[src/rtl/usb_rx_pkt_ctrl.sv]
// usb_rx_pkt_ctrl: drains the USB RX FIFO, classifies by PID, CRC16-checks DATA packets and forwards payload with per-packet status.
module usb_rx_pkt_ctrl #(
   parameter int MAX_LEN = 64,
   parameter int LEN_W   = 11
) (
   input  logic             clk,
   input  logic             rst,
   input  logic             rcving,
   input  logic             r_error,
   input  logic [3:0]       PID,
   input  logic             empty,
   input  logic [7:0]       r_data,
   output logic             r_enable,
   output logic [7:0]       out_data,
   output logic             out_valid,
   input  logic             out_ready,
   output logic             pkt_done,
   output logic             pkt_ok,
   output logic [2:0]       pkt_status,
   output logic [LEN_W-1:0] pkt_len,
   output logic             data_toggle
);
   typedef enum logic [2:0] {S_IDLE, S_CLASSIFY, S_DATA, S_FLUSH, S_DONE} state_t;
   state_t r_state, w_next;
   logic [15:0]      r_crc;
   logic [1:0]       r_cnt;
   logic [1:0]       r_hcnt;
   logic [7:0]       r_hold [2];
   logic [7:0]       r_out_data;
   logic             r_out_valid;
   logic [LEN_W-1:0] r_fwd;
   logic [LEN_W-1:0] r_len;
   logic [LEN_W-1:0] r_pkt_len;
   logic [2:0]       r_status;
   logic             r_ok;
   logic             r_toggle;
   logic             r_err;
   logic             r_long;
   logic             w_drop;
   logic             w_pop;
   logic             w_shift;
   logic             w_load;
   logic [2:0]       w_status;

   function automatic logic [15:0] crc_byte(input logic [15:0] c, input logic [7:0] b);
      logic [15:0] x;
      x = c;
      for (int i = 0; i < 8; i++) x = (x >> 1) ^ ((x[0] ^ b[i]) ? 16'hA001 : 16'h0000);
      return x;
   endfunction

   // Once MAX_LEN bytes have been forwarded, further shift-outs are dropped so popping never stalls.
   assign w_drop   = (r_fwd == LEN_W'(MAX_LEN));
   assign w_pop    = ~empty & ((r_state == S_FLUSH) |
                     ((r_state == S_DATA) & ((r_hcnt != 2'd2) | w_drop | ~r_out_valid | out_ready)));
   assign w_shift  = w_pop & (r_state == S_DATA) & (r_hcnt == 2'd2);
   assign w_load   = w_shift & ~w_drop;
   assign w_status = (r_err | r_error) ? 3'd2 :
                     (r_state == S_FLUSH) ? 3'd5 :
                     (r_cnt < 2'd2) ? 3'd3 :
                     r_long ? 3'd4 :
                     (r_crc != 16'hB001) ? 3'd1 : 3'd0;

   assign r_enable    = w_pop;
   assign out_data    = r_out_data;
   assign out_valid   = r_out_valid;
   assign pkt_done    = (r_state == S_DONE);
   assign pkt_ok      = r_ok;
   assign pkt_status  = r_status;
   assign pkt_len     = r_pkt_len;
   assign data_toggle = r_toggle;

   always_ff @(posedge clk)
      if (rst) r_state <= S_IDLE;
      else     r_state <= w_next;

   always_comb begin
      w_next = r_state;
      case (r_state)
         S_IDLE:     if (rcving) w_next = S_CLASSIFY;
         S_CLASSIFY: if (!empty || !rcving) w_next = (PID[2:0] == 3'b011) ? S_DATA : S_FLUSH;
         S_DATA:     if (!rcving && empty && !r_out_valid) w_next = S_DONE;
         S_FLUSH:    if (!rcving && empty) w_next = S_DONE;
         default:    w_next = S_IDLE;
      endcase
   end

   always_ff @(posedge clk) begin
      if (rst) begin
         r_crc       <= 16'hFFFF;
         r_cnt       <= '0;
         r_hcnt      <= '0;
         r_out_data  <= '0;
         r_out_valid <= 1'b0;
         r_fwd       <= '0;
         r_len       <= '0;
         r_pkt_len   <= '0;
         r_status    <= '0;
         r_ok        <= 1'b0;
         r_toggle    <= 1'b0;
         r_err       <= 1'b0;
         r_long      <= 1'b0;
      end else begin
         if (r_state == S_IDLE) begin
            r_crc  <= 16'hFFFF;
            r_cnt  <= '0;
            r_hcnt <= '0;
            r_fwd  <= '0;
            r_len  <= '0;
            r_err  <= 1'b0;
            r_long <= 1'b0;
         end else begin
            if (r_error) r_err <= 1'b1;
            if (w_pop && r_state == S_DATA) begin
               r_crc <= crc_byte(r_crc, r_data);
               if (r_cnt != 2'd3) r_cnt <= r_cnt + 2'd1;
               if (r_hcnt != 2'd2) begin
                  r_hold[r_hcnt[0]] <= r_data;
                  r_hcnt            <= r_hcnt + 2'd1;
               end else begin
                  r_hold[0] <= r_hold[1];
                  r_hold[1] <= r_data;
               end
            end
            if (w_shift && w_drop) r_long <= 1'b1;
         end
         if (w_load) begin
            r_out_data  <= r_hold[0];
            r_out_valid <= 1'b1;
            r_fwd       <= r_fwd + 1'b1;
         end else if (out_ready) r_out_valid <= 1'b0;
         if (r_out_valid && out_ready && r_len != '1) r_len <= r_len + 1'b1;
         if (r_state == S_CLASSIFY && w_next == S_DATA) r_toggle <= PID[3];
         if (w_next == S_DONE && r_state != S_DONE) begin
            r_status  <= w_status;
            r_ok      <= (w_status == 3'd0);
            r_pkt_len <= r_len;
         end
      end
   end
endmodule
[config.mk]
export PLATFORM = sky130hd
export DESIGN_NAME = usb_rx_pkt_ctrl
export DESIGN_NICKNAME = d
export VERILOG_FILES = /design/src/rtl/usb_rx_pkt_ctrl.sv
export SDC_FILE = /design/constraint.sdc
export NUM_CORES = 1
export LEC_CHECK = 0
export CORE_UTILIZATION = 50
export CTS_CLUSTER_DIAMETER = 200
export DETAILED_ROUTE_END_ITERATION = 8
export PLACE_DENSITY = 0.68
export SYNTH_ARGS = -nofsm -noshare
export SYNTH_HDL_FRONTEND = slang
export SYNTH_SLANG_ARGS = --single-unit
[constraint.sdc]
create_clock -name clk -period 3.1 [get_ports clk]
set_input_delay 0.465 -clock clk [delete_from_list [all_inputs] [get_ports clk]]
set_output_delay 0.465 -clock clk [all_outputs]
set_load 0.03 [all_outputs]
==> results.py <==
metrics = {
    "logic_synthesis": {
        "synth_area_leaders": "dfxtp_1 (36%), edfxtp_1 (12%), a21oi_1 (5.1%), nand2_1 (5.1%), nor2_1 (4.2%)",
        "async_reset_ff_share_pct": 0,
        "synth_edf_count": 16,
        "synth_largest_area_cell": "dfxtp_1",
        "netlist_instances": 429,
        "synth.avg_cell_area_um2": 9.336,
        "synth_cell_types": 50,
        "syn_nets": 452,
        "ys_seq_elements": 88,
        "ys.warnings.count": 0,
        "synth_top_cell_area_share_pct": 35.99,
        "synthesis.area_um2": 4005,
        "seq_area_frac_synth_pct": 47.99,
        "synthFlopType": "dfxtp_1",
    },
    "cells_and_area": {
        "diodes": 0,
        "fin_nets": 496,
        "final_cell_mix": "dfxtp_1 (72), nand2_1 (54), nor2_1 (45)",
        "mostFrequentLayoutCell": "dfxtp_1",
        "final_layout_size_suffix_gt1_share_pct": 9.623,
        "fin_cells": 580,
        "post-route-util_pct": 61.48,
        "syn2layout_area_growth_pct": 18.62,
    },
    "floorplan": {
        "die_y_um": 91.50,
        "core_um2": 7727,
        "rows": 32,
        "pin_count": 45,
        "die_w_um": 91.50,
        "die_area_um2": 8372,
        "initial_core_util_pct": 51.83,
    },
    "sta": {
        "finalMaxSlewViolations": 0,
        "hold_viol": 0,
        "setup_tns_ns": 0,
        "period_needed_ns": 2.861,
        "clock-skew-final_ns": 0.01339,
        "setup_violations": 0,
        "post-route-period-util_pct": 92.29,
        "relSlewSlack_pct": 62.81,
        "fmax_mhz": 349.5,
        "rsz0062_at_grt": "false",
        "tightest_slew_ns": 0.5558,
    },
    "clock_tree": {
        "cts-root-buf": "clkbuf_8",
        "cts_tree": "done",
        "clock_sinks": 88,
        "cts_inserted_buffers": 9,
        "post_cts_buffers": 0,
        "cts_resized": 0,
        "cts_buffer_depth": 2,
        "insertion_delay_ns": 0.35,
        "cts-htree-levels": 3,
        "hold_buffers": 0,
        "clk_pin_slew_ns": 0.09,
    },
    "power_and_ir_drop": {
        "leakagePower_uw": 0.001771,
        "pwr-share-seq_pct": 54.1,
        "combPwrFrac_pct": 9.5,
        "p_sw_uw": 539.9,
        "p_sw_share_pct": 24.67,
        "p_per_area_nw_per_um2": 460.6,
        "internal-power_uw": 1648,
        "p_clk_share_pct": 36.5,
        "peakVddDrop_mv": 0.2759,
    },
    "global_route": {
        "overflow": 0,
        "first_global_vias": 3058,
        "grt_pass1_wl_mm": 14.20,
        "grtUsageTotal_pct": 21.07,
        "antenna_found_initial": 0,
        "grt_max_degree": 52,
    },
    "hold_path": {
        "whs_path_depth": 2,
        "worst_hold_path_type": "register to register",
        "hp-start": "out_data[2]$_SDFFE_PP0P_",
        "hold-path-endpoint": "out_data[2]$_SDFFE_PP0P_",
    },
    "setup_path": {
        "end_kind": "primary output",
        "path_max_fanout": 6,
        "worstPathRequired_ns": 2.63,
        "r2r_start": "r_state[0]$_SDFF_PP0_",
        "reg2reg_slack_ns": 0.78,
        "crit_arrival_ns": 2.40,
        "r2r_cells": 4,
        "rr_endpoint": "r_hold[0][4]$_DFFE_PP_",
        "crit_path_start_kind": "register",
        "path_class": "register to primary output",
    },
    "outcome": {
        "status": "finished clean",
    },
    "placed_design": {
        "port_buffers": 44,
        "dp_hpwl_mm": 5.769,
        "gp_congestion": 0.8019,
        "dp.cells": 564,
    },
    "route": {
        "via_per_inst": 5.474,
        "first_pass_iters": 4,
        "drc": 0,
        "vias": 3175,
        "wire_per_inst_um": 14.31,
        "postRouteAntennaNets": 0,
        "wl_mm": 8.301,
        "initialDrtViolationCount": 186,
    },
    "job": {
        "timing.max_cap.violations": 0,
    },
}
Yosys cell counts, types with 2 or more instances:
| library cell | instances |
|---|---|
| inv_1 | 6 |
| or3_1 | 4 |
| a2111oi_0 | 3 |
| a21oi_1 | 41 |
| xor2_1 | 2 |
| o21ai_0 | 12 |
| nand2b_1 | 7 |
| nand2_1 | 54 |
| nand3b_1 | 7 |
| clkbuf_1 | 11 |
| nor4b_2 | 2 |
| nand4_1 | 4 |
| mux2_2 | 8 |
| mux2i_1 | 14 |
| and2_1 | 3 |
| nor4bb_1 | 3 |
| a211oi_1 | 9 |
| buf_2 | 11 |
| ha_1 | 5 |
| xnor3_1 | 2 |
| nor2_1 | 45 |
| nor4_1 | 2 |
| nor2b_1 | 3 |
| xnor2_1 | 16 |
| and3_1 | 4 |
| dfxtp_1 | 72 |
| a41oi_1 | 3 |
| xnor2_2 | 2 |
| a31oi_1 | 4 |
| and4_1 | 2 |
| edfxtp_1 | 16 |
| o21a_1 | 2 |
| nand3_1 | 16 |
| nor3_1 | 13 |
| o211ai_1 | 6 |
stage by stage:
step                total power (µW)  cell area (µm²)  setup WS [ns]  hold slack, ns
floorplan                       1356             4005         0.8398          0.4450
detailed placement              1416             4554         0.4709          0.4475
global placement                1414             4554         0.4355          0.4426
CTS                             2208             4751         0.2175          0.4603
finish                          2188             4751         0.2390          0.4563
global route                    2274             4751        0.06428          0.4748
critical path, cell delays in order, from the launching register on:
cell             delay, ns
dfxtp_1               0.37
inv_1                 0.07
ha_1                  0.13
nor4b_2               0.31
a31oi_1               0.19
nor3_1                0.25
clkdlybuf4s50_1       0.72
power groups by stage:
stage / registers (µW) / clock network (µW) / logic (µW)
floorplan: 1200 / 0 / 152
global placement: 1210 / 0 / 205
detailed placement: 1210 / 0 / 207
CTS: 1180 / 817 / 208
global route: 1180 / 862 / 227
finish: 1180 / 798 / 207
sequential cells by signal, summed over array words and instances, names as in the netlist:
register	flops
r_state	3
r_err	1
r_crc	16
out_data	8
r_hcnt	2
pkt_ok	1
data_toggle	1
r_cnt	2
out_valid	1
r_hold	16
r_len	11
r_fwd	11
pkt_status	3
r_long	1
pkt_len	11
kinds of logic after synthesis:
| family | count (synthesis) | share of synthesized area [%] |
|---|---|---|
| XOR/XNOR | 23 | 6.498 |
| AO/OA/AOI/OAI | 87 | 13.12 |
| multiplexers | 22 | 5.748 |
| adder cells (fa/ha/maj) | 5 | 1.562 |
| AND/OR/NAND/NOR | 176 | 22.12 |
| buffers and inverters | 28 | 2.968 |
| flip-flops | 88 | 47.98 |
area by class of cell:
type	instances	area, µm²
flip-flops and latches	88	1922
fillers	673	2977
repair buffers	55	518.0
inverters	6	22.52
clock inverters	6	68.82
multi-input cells	313	1964
clock buffers	10	127.6
well taps	102	127.6
how the worst max path moves through the flow:
stage,start,to,slack [ns],depth (start not counted)
floorplan,r_fwd[0]$_SDFFE_PP0P_,r_hold[0][0]$_DFFE_PP_,0.84,8
global placement,out_ready,r_enable,0.44,5
detailed placement,empty,r_fwd[10]$_SDFFE_PP0P_,0.47,7
CTS,r_fwd[0]$_SDFFE_PP0P_,r_enable,0.22,6
global route,r_fwd[0]$_SDFFE_PP0P_,r_enable,0.06,6
finish,r_fwd[0]$_SDFFE_PP0P_,r_enable,0.24,6
layer usage:
metal	up-vias	GRT usage, %	part of all wire (%)
li1	1611	-	-
met1	1498	27.98	50
met2	56	34.34	46
met3	10	4.941	3.2
met4	0	5.556	1.4
met5	-	0	0
Note: power is estimated with default switching activity, not from simulation.
